==> src/rtl/octspi_pkg.sv <==
// octspi_pkg: shared octal-SPI constants, host FSM states and the latched request layout.
// Used by both the host and the target side of the link.
package octspi_pkg;

    localparam logic [3:0] CMD_WRITE = 4'hA;
    localparam logic [3:0] CMD_READ  = 4'h2;
    localparam int         CMD_LEN   = 8;
    localparam int         DMY_LEN   = 2;

    typedef enum logic [2:0] {
        ST_IDLE,
        ST_CMD,
        ST_DUMMY,
        ST_WDATA,
        ST_RDATA,
        ST_GAP
    } host_state_e;

    typedef struct packed {
        logic        write;
        logic [3:0]  size;
        logic [7:0]  len;
        logic [31:0] addr;
    } host_req_t;

endpackage

==> src/rtl/octspi_hdr_ser.sv <==
// octspi_hdr_ser: picks one byte of the 8-byte command header by index.
module octspi_hdr_ser
    import octspi_pkg::*;
(
    input  host_req_t  req,
    input  logic [2:0] idx,
    output logic [7:0] hdr_byte
);

    always_comb begin
        hdr_byte = 8'h00;
        case (idx)
            3'd0:    hdr_byte = {(req.write ? CMD_WRITE : CMD_READ), req.size};
            3'd3:    hdr_byte = req.len;
            3'd4:    hdr_byte = req.addr[31:24];
            3'd5:    hdr_byte = req.addr[23:16];
            3'd6:    hdr_byte = req.addr[15:8];
            3'd7:    hdr_byte = req.addr[7:0];
            default: hdr_byte = 8'h00;
        endcase
    end

endmodule

==> src/rtl/octspi_host.sv <==
// octspi_host: octal-SPI initiator framing one read/write command per request on the byte bus.
// Define OCTSPI_HOST_ERR_EN to add the sticky write-underrun output `err`.
//   state | meaning
//   IDLE  | ready for a request, bus released
//   CMD   | eight header bytes driven
//   DUMMY | turnaround cycles, bus released, ncs still low
//   WDATA | payload driven from the write stream
//   RDATA | latency wait, then payload sampled from data_i
//   GAP   | ncs high for GAP_CYC cycles
module octspi_host
    import octspi_pkg::*;
#(
    parameter int RD_LAT  = 2,    // must be >= 1
    parameter int GAP_CYC = 2
) (
    input  logic        clk,
    input  logic        reset,
    input  logic        req_valid,
    output logic        req_ready,
    input  logic        req_write,
    input  logic [3:0]  req_size,
    input  logic [7:0]  req_len,
    input  logic [31:0] req_addr,
    input  logic [7:0]  wr_data,
    input  logic        wr_valid,
    output logic        wr_ready,
    output logic [7:0]  rd_data,
    output logic        rd_valid,
    output logic        done,
    output logic        ncs,
    output logic [7:0]  data_o,
    output logic        data_t,
    input  logic [7:0]  data_i
`ifdef OCTSPI_HOST_ERR_EN
    ,
    output logic        err
`endif
);

    localparam logic [7:0] CMD_LAST = 8'(CMD_LEN - 1);
    localparam logic [7:0] DMY_LAST = 8'(DMY_LEN - 1);
    localparam logic [7:0] LAT_LOAD = 8'(RD_LAT - 1);
    localparam logic [7:0] GAP_LOAD = 8'(GAP_CYC - 1);

    host_state_e state;
    host_req_t   req_q;
    host_req_t   req_sel;
    logic [7:0]  cnt;
    logic [7:0]  tmr;
    logic [7:0]  len_m1;
    logic [7:0]  hdr_byte;
    logic [7:0]  wr_byte;
    logic [2:0]  hdr_idx;

    // Header byte 0 must leave on the accept edge, before req_q is loaded.
    assign req_sel = (state == ST_IDLE) ? {req_write, req_size, req_len, req_addr} : req_q;
    assign hdr_idx = (state == ST_IDLE) ? 3'd0 : cnt[2:0] + 3'd1;
    assign len_m1  = req_q.len - 8'd1;
    assign wr_byte = wr_valid ? wr_data : 8'h00;

    octspi_hdr_ser u_hdr_ser (
        .req      (req_sel),
        .idx      (hdr_idx),
        .hdr_byte (hdr_byte)
    );

    always_ff @(posedge clk) begin
        if (reset) begin
            state     <= ST_IDLE;
            req_q     <= '0;
            cnt       <= '0;
            tmr       <= '0;
            ncs       <= 1'b1;
            data_t    <= 1'b1;
            data_o    <= 8'h00;
            req_ready <= 1'b1;
            wr_ready  <= 1'b0;
            rd_valid  <= 1'b0;
            rd_data   <= 8'h00;
            done      <= 1'b0;
`ifdef OCTSPI_HOST_ERR_EN
            err       <= 1'b0;
`endif
        end else begin
            done     <= 1'b0;
            rd_valid <= 1'b0;
            case (state)
                ST_IDLE: begin
                    if (req_valid && req_ready) begin
                        req_q     <= req_sel;
                        cnt       <= '0;
                        ncs       <= 1'b0;
                        data_t    <= 1'b0;
                        data_o    <= hdr_byte;
                        req_ready <= 1'b0;
                        state     <= ST_CMD;
                    end
                end
                ST_CMD: begin
                    if (cnt == CMD_LAST) begin
                        cnt <= '0;
                        if (!req_q.write) begin
                            data_t <= 1'b1;
                            data_o <= 8'h00;
                            state  <= ST_DUMMY;
                        end else if (req_q.len == 8'd0) begin
                            ncs    <= 1'b1;
                            data_t <= 1'b1;
                            data_o <= 8'h00;
                            done   <= 1'b1;
                            tmr    <= GAP_LOAD;
                            state  <= ST_GAP;
                        end else begin
                            data_o   <= wr_byte;
                            wr_ready <= (req_q.len != 8'd1);
`ifdef OCTSPI_HOST_ERR_EN
                            if (!wr_valid) err <= 1'b1;
`endif
                            state    <= ST_WDATA;
                        end
                    end else begin
                        data_o <= hdr_byte;
                        cnt    <= cnt + 8'd1;
                        // wr_ready runs one cycle ahead of the byte it pops
                        if (cnt == CMD_LAST - 8'd1 && req_q.write && req_q.len != 8'd0)
                            wr_ready <= 1'b1;
                    end
                end
                ST_WDATA: begin
                    if (cnt == len_m1) begin
                        ncs    <= 1'b1;
                        data_t <= 1'b1;
                        data_o <= 8'h00;
                        done   <= 1'b1;
                        tmr    <= GAP_LOAD;
                        state  <= ST_GAP;
                    end else begin
                        data_o   <= wr_byte;
                        cnt      <= cnt + 8'd1;
                        wr_ready <= (cnt + 8'd1 != len_m1);
`ifdef OCTSPI_HOST_ERR_EN
                        if (!wr_valid) err <= 1'b1;
`endif
                    end
                end
                ST_DUMMY: begin
                    if (cnt == DMY_LAST) begin
                        cnt <= '0;
                        if (req_q.len == 8'd0) begin
                            ncs   <= 1'b1;
                            done  <= 1'b1;
                            tmr   <= GAP_LOAD;
                            state <= ST_GAP;
                        end else begin
                            tmr   <= LAT_LOAD;
                            state <= ST_RDATA;
                        end
                    end else begin
                        cnt <= cnt + 8'd1;
                    end
                end
                ST_RDATA: begin
                    if (tmr != 8'd0) begin
                        tmr <= tmr - 8'd1;
                    end else begin
                        rd_data  <= data_i;
                        rd_valid <= 1'b1;
                        if (cnt == len_m1) begin
                            ncs   <= 1'b1;
                            done  <= 1'b1;
                            tmr   <= GAP_LOAD;
                            state <= ST_GAP;
                        end else begin
                            cnt <= cnt + 8'd1;
                        end
                    end
                end
                ST_GAP: begin
                    if (tmr == 8'd0) begin
                        req_ready <= 1'b1;
                        state     <= ST_IDLE;
                    end else begin
                        tmr <= tmr - 8'd1;
                    end
                end
                default: state <= ST_IDLE;
            endcase
        end
    end

endmodule

==> config.mk <==
export PLATFORM = sky130hd
export DESIGN_NAME = octspi_host
export DESIGN_NICKNAME = d
export VERILOG_FILES = /design/src/rtl/octspi_pkg.sv /design/src/rtl/octspi_hdr_ser.sv /design/src/rtl/octspi_host.sv
export SDC_FILE = /design/constraint.sdc
export NUM_CORES = 1
export LEC_CHECK = 0
export ABC_AREA = 1
export BUFFER_PORTS_ARGS = -buffer_cell sky130_fd_sc_hd__buf_2
export CORE_MARGIN = 8
export CORE_UTILIZATION = 45
export CTS_BUF_LIST = sky130_fd_sc_hd__clkbuf_8
export CTS_CLUSTER_DIAMETER = 100
export CTS_CLUSTER_SIZE = 24
export DETAILED_ROUTE_END_ITERATION = 8
export GPL_ROUTABILITY_DRIVEN = 1
export PLACE_DENSITY_LB_ADDON = 0.05
export SLEW_MARGIN = 10
export SYNTH_ARGS = -nofsm -noshare
export SYNTH_HDL_FRONTEND = slang
export SYNTH_HIERARCHICAL = 1
export SYNTH_SLANG_ARGS = --single-unit
==> constraint.sdc <==
create_clock -name clk -period 2.6 [get_ports clk]
set_input_delay 0.13 -clock clk [delete_from_list [all_inputs] [get_ports clk]]
set_output_delay 0.13 -clock clk [all_outputs]
set_load 0.01 [all_outputs]
; After elaboration in Yosys (flattened, before gate mapping)
; Index checks and enable logic that the tools add are counted.
[word_totals]
inputBits = 65
out_inout_bits = 22
wordCells = 140
reg_bits = 86
[op_classes]
reduce_logical = 25
n_eq_ne = 30
mux = 64
n_addsub = 4
bitwise_logic = 2
[ops]
columns = cell, n
row1 = 2-to-1 mux 8 bit, 18
row2 = one-hot mux 8 bit (5 select lines), 2
row3 = one-hot mux 8 bit (6 select lines), 1
row4 = 2-to-1 mux 45 bit, 1
row5 = 2-to-1 mux 3 bit, 9
row6 = 2-to-1 mux 1 bit, 25
row7 = one-hot mux 8 bit (3 select lines), 1
row8 = == test 3 bit (second input constant), 6
row9 = inequality test 2 bit (second input constant), 9
row10 = one-hot mux 3 bit (6 select lines), 1
row11 = == test 8 x 3 -> 1 bit (second input constant), 2
row12 = logical NOT 8 bit, 2
row13 = nonzero test 8 bit, 2
row14 = subtractor 8 x 1 -> 8 bit (second input constant), 2
row15 = AND reduction 5 bit, 3
row16 = inequality test 3 bit (second input constant), 4
row17 = AND reduction 6 bit, 2
row18 = nonzero test 5 bit, 2
row19 = == test 3 x 2 -> 1 bit (second input constant), 3
row20 = adder 8 x 1 -> 8 bit (second input constant), 1
row21 = == test 8 x 1 -> 1 bit (second input constant), 1
row22 = == test 8 bit, 1
row23 = inequality test 8 x 1 -> 1 bit (second input constant), 1
row24 = inequality test 8 bit, 1
row25 = 16 further kinds, 25

; Longest topological paths before layout
[depth]
word_depth = 6
depth_mapped = 19
mapped_depth_nobuf = 15

; Hierarchy
; The synthesis kept the hierarchy.
[modules_own_cells]
columns = mod, n_inst, area_each_um2, cells_each, seq_area_each_um2
row1 = octspi_host, 1, 5182.5, 796, 1721.7
row2 = octspi_hdr_ser, 1, 559.3, 109, 0.0

; Least setup slack after synthesis
; No wires, ideal clock.
[synth_path]
path_type = register -> register
startpoint = register state[0]
endpoint = register data_o[6]
path_slack_ns = 0.536
arrival_time_ns = 1.993
setup_ns = 0.071
period_less_slack_ns = 2.064
required_ns = 2.529
path_buffers = 4
stages_incl_launch_ff = 20
cell_sequence = dfxtp_1 -> buf_2 -> nor2_2 -> inv_2 -> nor2_2 -> buf_4 -> nor2_1 -> buf_6 -> nor2_4 -> buf_6 -> nand3_1 -> o21ai_1 -> inv_1 -> nand2_1 -> inv_1 -> o21ai_0 -> nor2_1 -> nand2_1 -> nand2_1 -> a21oi_1
[synth_between]
elab_chain_cells = 6
elab_cells_between_ends = 18
classes_between = 8 x eq/ne / 6 x mux / 4 x reduce/logical
[synth_rtl]
columns = item, line_no
row1 = from (decl), octspi_host.sv:45  ; host_state_e state;
row2 = from (signal assigned), octspi_host.sv:69  ; state <= ST_IDLE;
row3 = from (signal assigned), octspi_host.sv:96  ; state <= ST_CMD;
row4 = from (signal assigned), octspi_host.sv:105  ; state <= ST_DUMMY;
row5 = logical NOT 3 bit (*), octspi_host.sv:57  ; assign hdr_idx = (state == ST_IDLE) ? 3'd0 : cnt[2:0] + 3'd1;
row6 = 2-to-1 mux 3 bit (*), octspi_host.sv:57
row7 = via hdr_idx[1], octspi_host.sv:53  ; logic [2:0] hdr_idx;
row8 = "== test 3 bit, or another cell as far along", octspi_hdr_ser.sv:12  ; case (idx)
row9 = one-hot mux 8 bit (6 select lines) (*), octspi_hdr_ser.sv:12
row10 = via hdr_byte[6], octspi_host.sv:51  ; logic [7:0] hdr_byte;
row11 = 2-to-1 mux 8 bit (on tied branches), "octspi_host.sv:100, octspi_host.sv:89"
row12 = one-hot mux 8 bit (3 select lines) (*), octspi_host.sv:87  ; case (state)
row13 = to (signal assigned), octspi_host.sv:94  ; data_o <= hdr_byte;
row14 = to (signal assigned), octspi_host.sv:114  ; data_o <= wr_byte;
row15 = to (signal assigned), octspi_host.sv:122  ; data_o <= hdr_byte;
row16 = to (decl), octspi_host.sv:31  ; output logic [7:0] data_o,
; The timed path passes the listed nets; every way through them passes the cells marked *. The select of a mux whose other input is x is not followed.
; A chain may end at the register's enable or synchronous reset.

; Worst setup path after layout
[layout_path]
startpoint = register cnt[0]
endpoint = register data_o[0]
[layout_between]
elab_chain_cells = 6
elab_cells_between_ends = 15
classes_between = 1 x add/sub / 7 x eq/ne / 6 x mux / 1 x reduce/logical
[layout_rtl]
columns = item, line_no
row1 = from (decl), octspi_host.sv:48  ; logic [7:0] cnt;
row2 = from (signal assigned), octspi_host.sv:123  ; cnt <= cnt + 8'd1;
row3 = from (signal assigned), octspi_host.sv:139  ; cnt <= cnt + 8'd1;
row4 = from (signal assigned), octspi_host.sv:159  ; cnt <= cnt + 8'd1;
row5 = adder 3 x 1 -> 3 bit (*), octspi_host.sv:57
row6 = 2-to-1 mux 3 bit (*), octspi_host.sv:57
row7 = via hdr_idx[2], octspi_host.sv:53
row8 = "== test 3 bit, or another cell as far along", octspi_hdr_ser.sv:12
row9 = one-hot mux 8 bit (6 select lines) (*), octspi_hdr_ser.sv:12
row10 = via hdr_byte[0], octspi_host.sv:51
row11 = 2-to-1 mux 8 bit (on tied branches), "octspi_host.sv:100, octspi_host.sv:89"
row12 = one-hot mux 8 bit (3 select lines) (*), octspi_host.sv:87
; Marked as above.

==> flow_summary.toml <==
[outcome]
status = "completed"

[timing]
final-setup-viol-count = 0
worst_pin_slew_ps = 528.9
max_slew_margin_pct = 64.61
fin_ws_ps = 267.3
slew_viol_final = 0
rsz0062_at_grt = "no"
hold_viol = 0
finalCritPeriodShare_pct = 89.72
tns_ps = 0
fin_skew_ps = 8.934
fmax_ghz = 0.4287
min_period_ps = 2333

[power_and_ir_drop]
power.total_w = 0.007920
irDropWorstVdd_v = 0.0004345
powerDensity_mw_per_mm2 = 1190
power.leakage_nw = 3.044

[worst_setup_path]
crit_type = "reg2reg"
critPathArrivalTime_ps = 2650
cp_max_fo = 11
crit_required_ps = 2910
endpoint_kind = "flop"
critPathLaunchType = "flop"

[placed_design]
gp_congestion = 0.8680
dp_slack_ps = 306.6
hpwl_um = 12230
port_buffers = 86
dp_cells = 1135

[grt]
grt_pass1_vias = 5508
grt_util_met3_pct = 4.261
grt_pass1_wl_um = 26860
grt_max_degree = 92
use_met2_pct = 32.73
top_usage_layer = "met2"
use_met1_pct = 25.15
track_usage_pct = 20.05
grt_overflow = 0
antenna_found_initial = 0

[logic_synthesis]
seq_area_frac_synth_pct = 29.98
ys_seq_elements = 86
netlist_area_mm2 = 0.005742
ys.warnings.count = 6
ys_types = 41
syn_area_per_cell_um2 = 6.344
synthCells = 905
synth_nets = 978

[floorplan]
ioPinCount = 87
core.rowCount = 41
die_height_um = 129.0
core-area_mm2 = 0.01252
fp.dieW_um = 129.0
die-area_mm2 = 0.01663
initial_core_util_pct = 45.87

[clock_tree]
h-tree-depth = 3
cts_tree = "built"
cts-root-buf = "clkbuf_8"
clock_path_buffers = 2
cts_made_buffers = 9
clock-sinks = 86
insertion_delay_ps = 380
cts.clk_slew.worst_paths_ps = 80

[cells_and_area]
drive_gt1_share_pct = 17.53
final_core_util_pct = 53.17
final_cells = 1159
layout.nets = 1056
diodes = 0
area_delta_synth_final_pct = 15.91

[route]
vias = 5944
wl_per_cell_um = 14.38
dr.pass1.iters = 5
drt_iter0_markers = 517
remaining_drc_errors = 0
wl_um = 16670
antenna_left = 0
vias_per_cell = 5.129

[hold_path]
min_path_type = "in2reg"

[run]
max-cap-violations = 0
metrics by stage:
step / hold WS (ps) / instance area [um^2]
floorplan: 264.9 / 5742
global placement: 350.1 / 6325
detailed placement: 364.9 / 6325
CTS: 160.0 / 6628
global route: 197.7 / 6655
finish: 178.4 / 6655
power by group:
group          internal (W)  switching [W]  leakage (nW)  total [W]
clock              0.000585       0.000508         0.113    0.00109
sequential          0.00173       0.000238         0.706    0.00197
combinational       0.00161        0.00324          2.23    0.00486
total               0.00393        0.00399          3.04    0.00792
sequential cells by signal, indices dropped and copies added, names as in the netlist, 3 cells and up:
signal,cells
tmr,8
rd_data,8
cnt,8
state,3
data_o,8
req_q,45
cells in the final DEF, fill, tap and decap left out, types with 30 or more instances in the layout:
master      n
nand2_1   191
nor2_1    118
inv_1     115
dfxtp_1    86
buf_2      86
o21ai_0    67
nand3_1    58
a211oi_1   46
nand4_1    41
a21oi_1    30
cell type report:
type                       instances  area, um^2
clock inverter                     4       71.32
inverter                         126       473.0
timing repair buffer             115       735.7
multi-input combinational        645        3287
sequential                        86        1722
clock buffer                      11       151.4
fill                            1329        5862
tap                              172       215.2
cell families after synthesis:
logic type,count (synthesis),synth area share (%)
fa+ha+maj,8,1.743
buf+inv,174,12.94
xor+xnor,12,1.830
compound gates,173,18.02
simple gates,452,35.48
flops,86,29.98
what timing repair did:
item / in CTS / in global routing
endpoints found under the setup margin: 0 / 1
setup buffers: 0 / 0
hold buffers: 8 / 0
resized for setup: 0 / 1
endpoints found under the hold margin: 8 / 0
path summary, 6_finish.rpt:
kind	start	to	slack, ps	depth (start not counted)
worst min register to register	req_q[15]	req_q[15]	460	2
worst max-delay path	cnt[0]	data_o[0]	270	14
worst min-delay path	req_valid	req_ready	180	4
worst max register to register	cnt[0]	data_o[0]	270	14
cell usage after synthesis:
master | instances | area, um^2
o21ai_2 | 2 | 17.52
clkbuf_1 | 23 | 86.33
clkinv_1 | 1 | 3.750
o221ai_1 | 1 | 8.760
and3_1 | 3 | 18.77
nand2_1 | 191 | 716.9
inv_2 | 11 | 41.29
nor2_1 | 120 | 450.4
nor3_2 | 1 | 10.01
buf_6 | 6 | 67.56
ha_1 | 8 | 100.1
nor3_1 | 6 | 30.03
buf_1 | 1 | 3.750
xnor2_1 | 7 | 61.31
nand4_2 | 1 | 12.51
nand4_1 | 41 | 256.5
xor2_1 | 5 | 43.79
o211ai_2 | 1 | 12.51
buf_2 | 8 | 40.04
clkbuf_2 | 1 | 5.000
nand4_4 | 1 | 21.27
o21a_1 | 3 | 22.52
dfxtp_1 | 86 | 1722
a21oi_2 | 5 | 43.79
o211ai_1 | 2 | 15.01
inv_1 | 114 | 427.9
a21boi_0 | 1 | 7.510
nand2_2 | 10 | 62.56
a211oi_1 | 46 | 345.3
nand3_2 | 1 | 10.01
nor2_4 | 4 | 45.04
o21ai_1 | 14 | 70.07
nor2_2 | 11 | 68.82
o21ai_0 | 67 | 335.3
nand3_4 | 1 | 17.52
nand3_1 | 58 | 290.3
a21oi_1 | 30 | 150.1
and3_4 | 1 | 11.26
a31oi_1 | 1 | 6.260
buf_4 | 9 | 67.56
nor3b_1 | 2 | 15.01
per-layer routing:
metal,vias up,part of all wire [%]
met2,121,46
met3,23,4.2
met1,2676,47
met4,0,2.2
li1,3124,-
met5,-,0
worst max-delay path: stages (launching register included):
cell     delay (ps)
dfxtp_1         350
ha_1            280
xnor2_1         310
nor2_2          130
inv_2           200
nand3_4         110
o21ai_1         200
inv_1            80
nand2_1          90
inv_1            50
o21ai_0         170
nor2_1           60
nand2_1          70
nand2_1          50
a21oi_1         110
No activity file was read; power rests on OpenSTA's default activity.
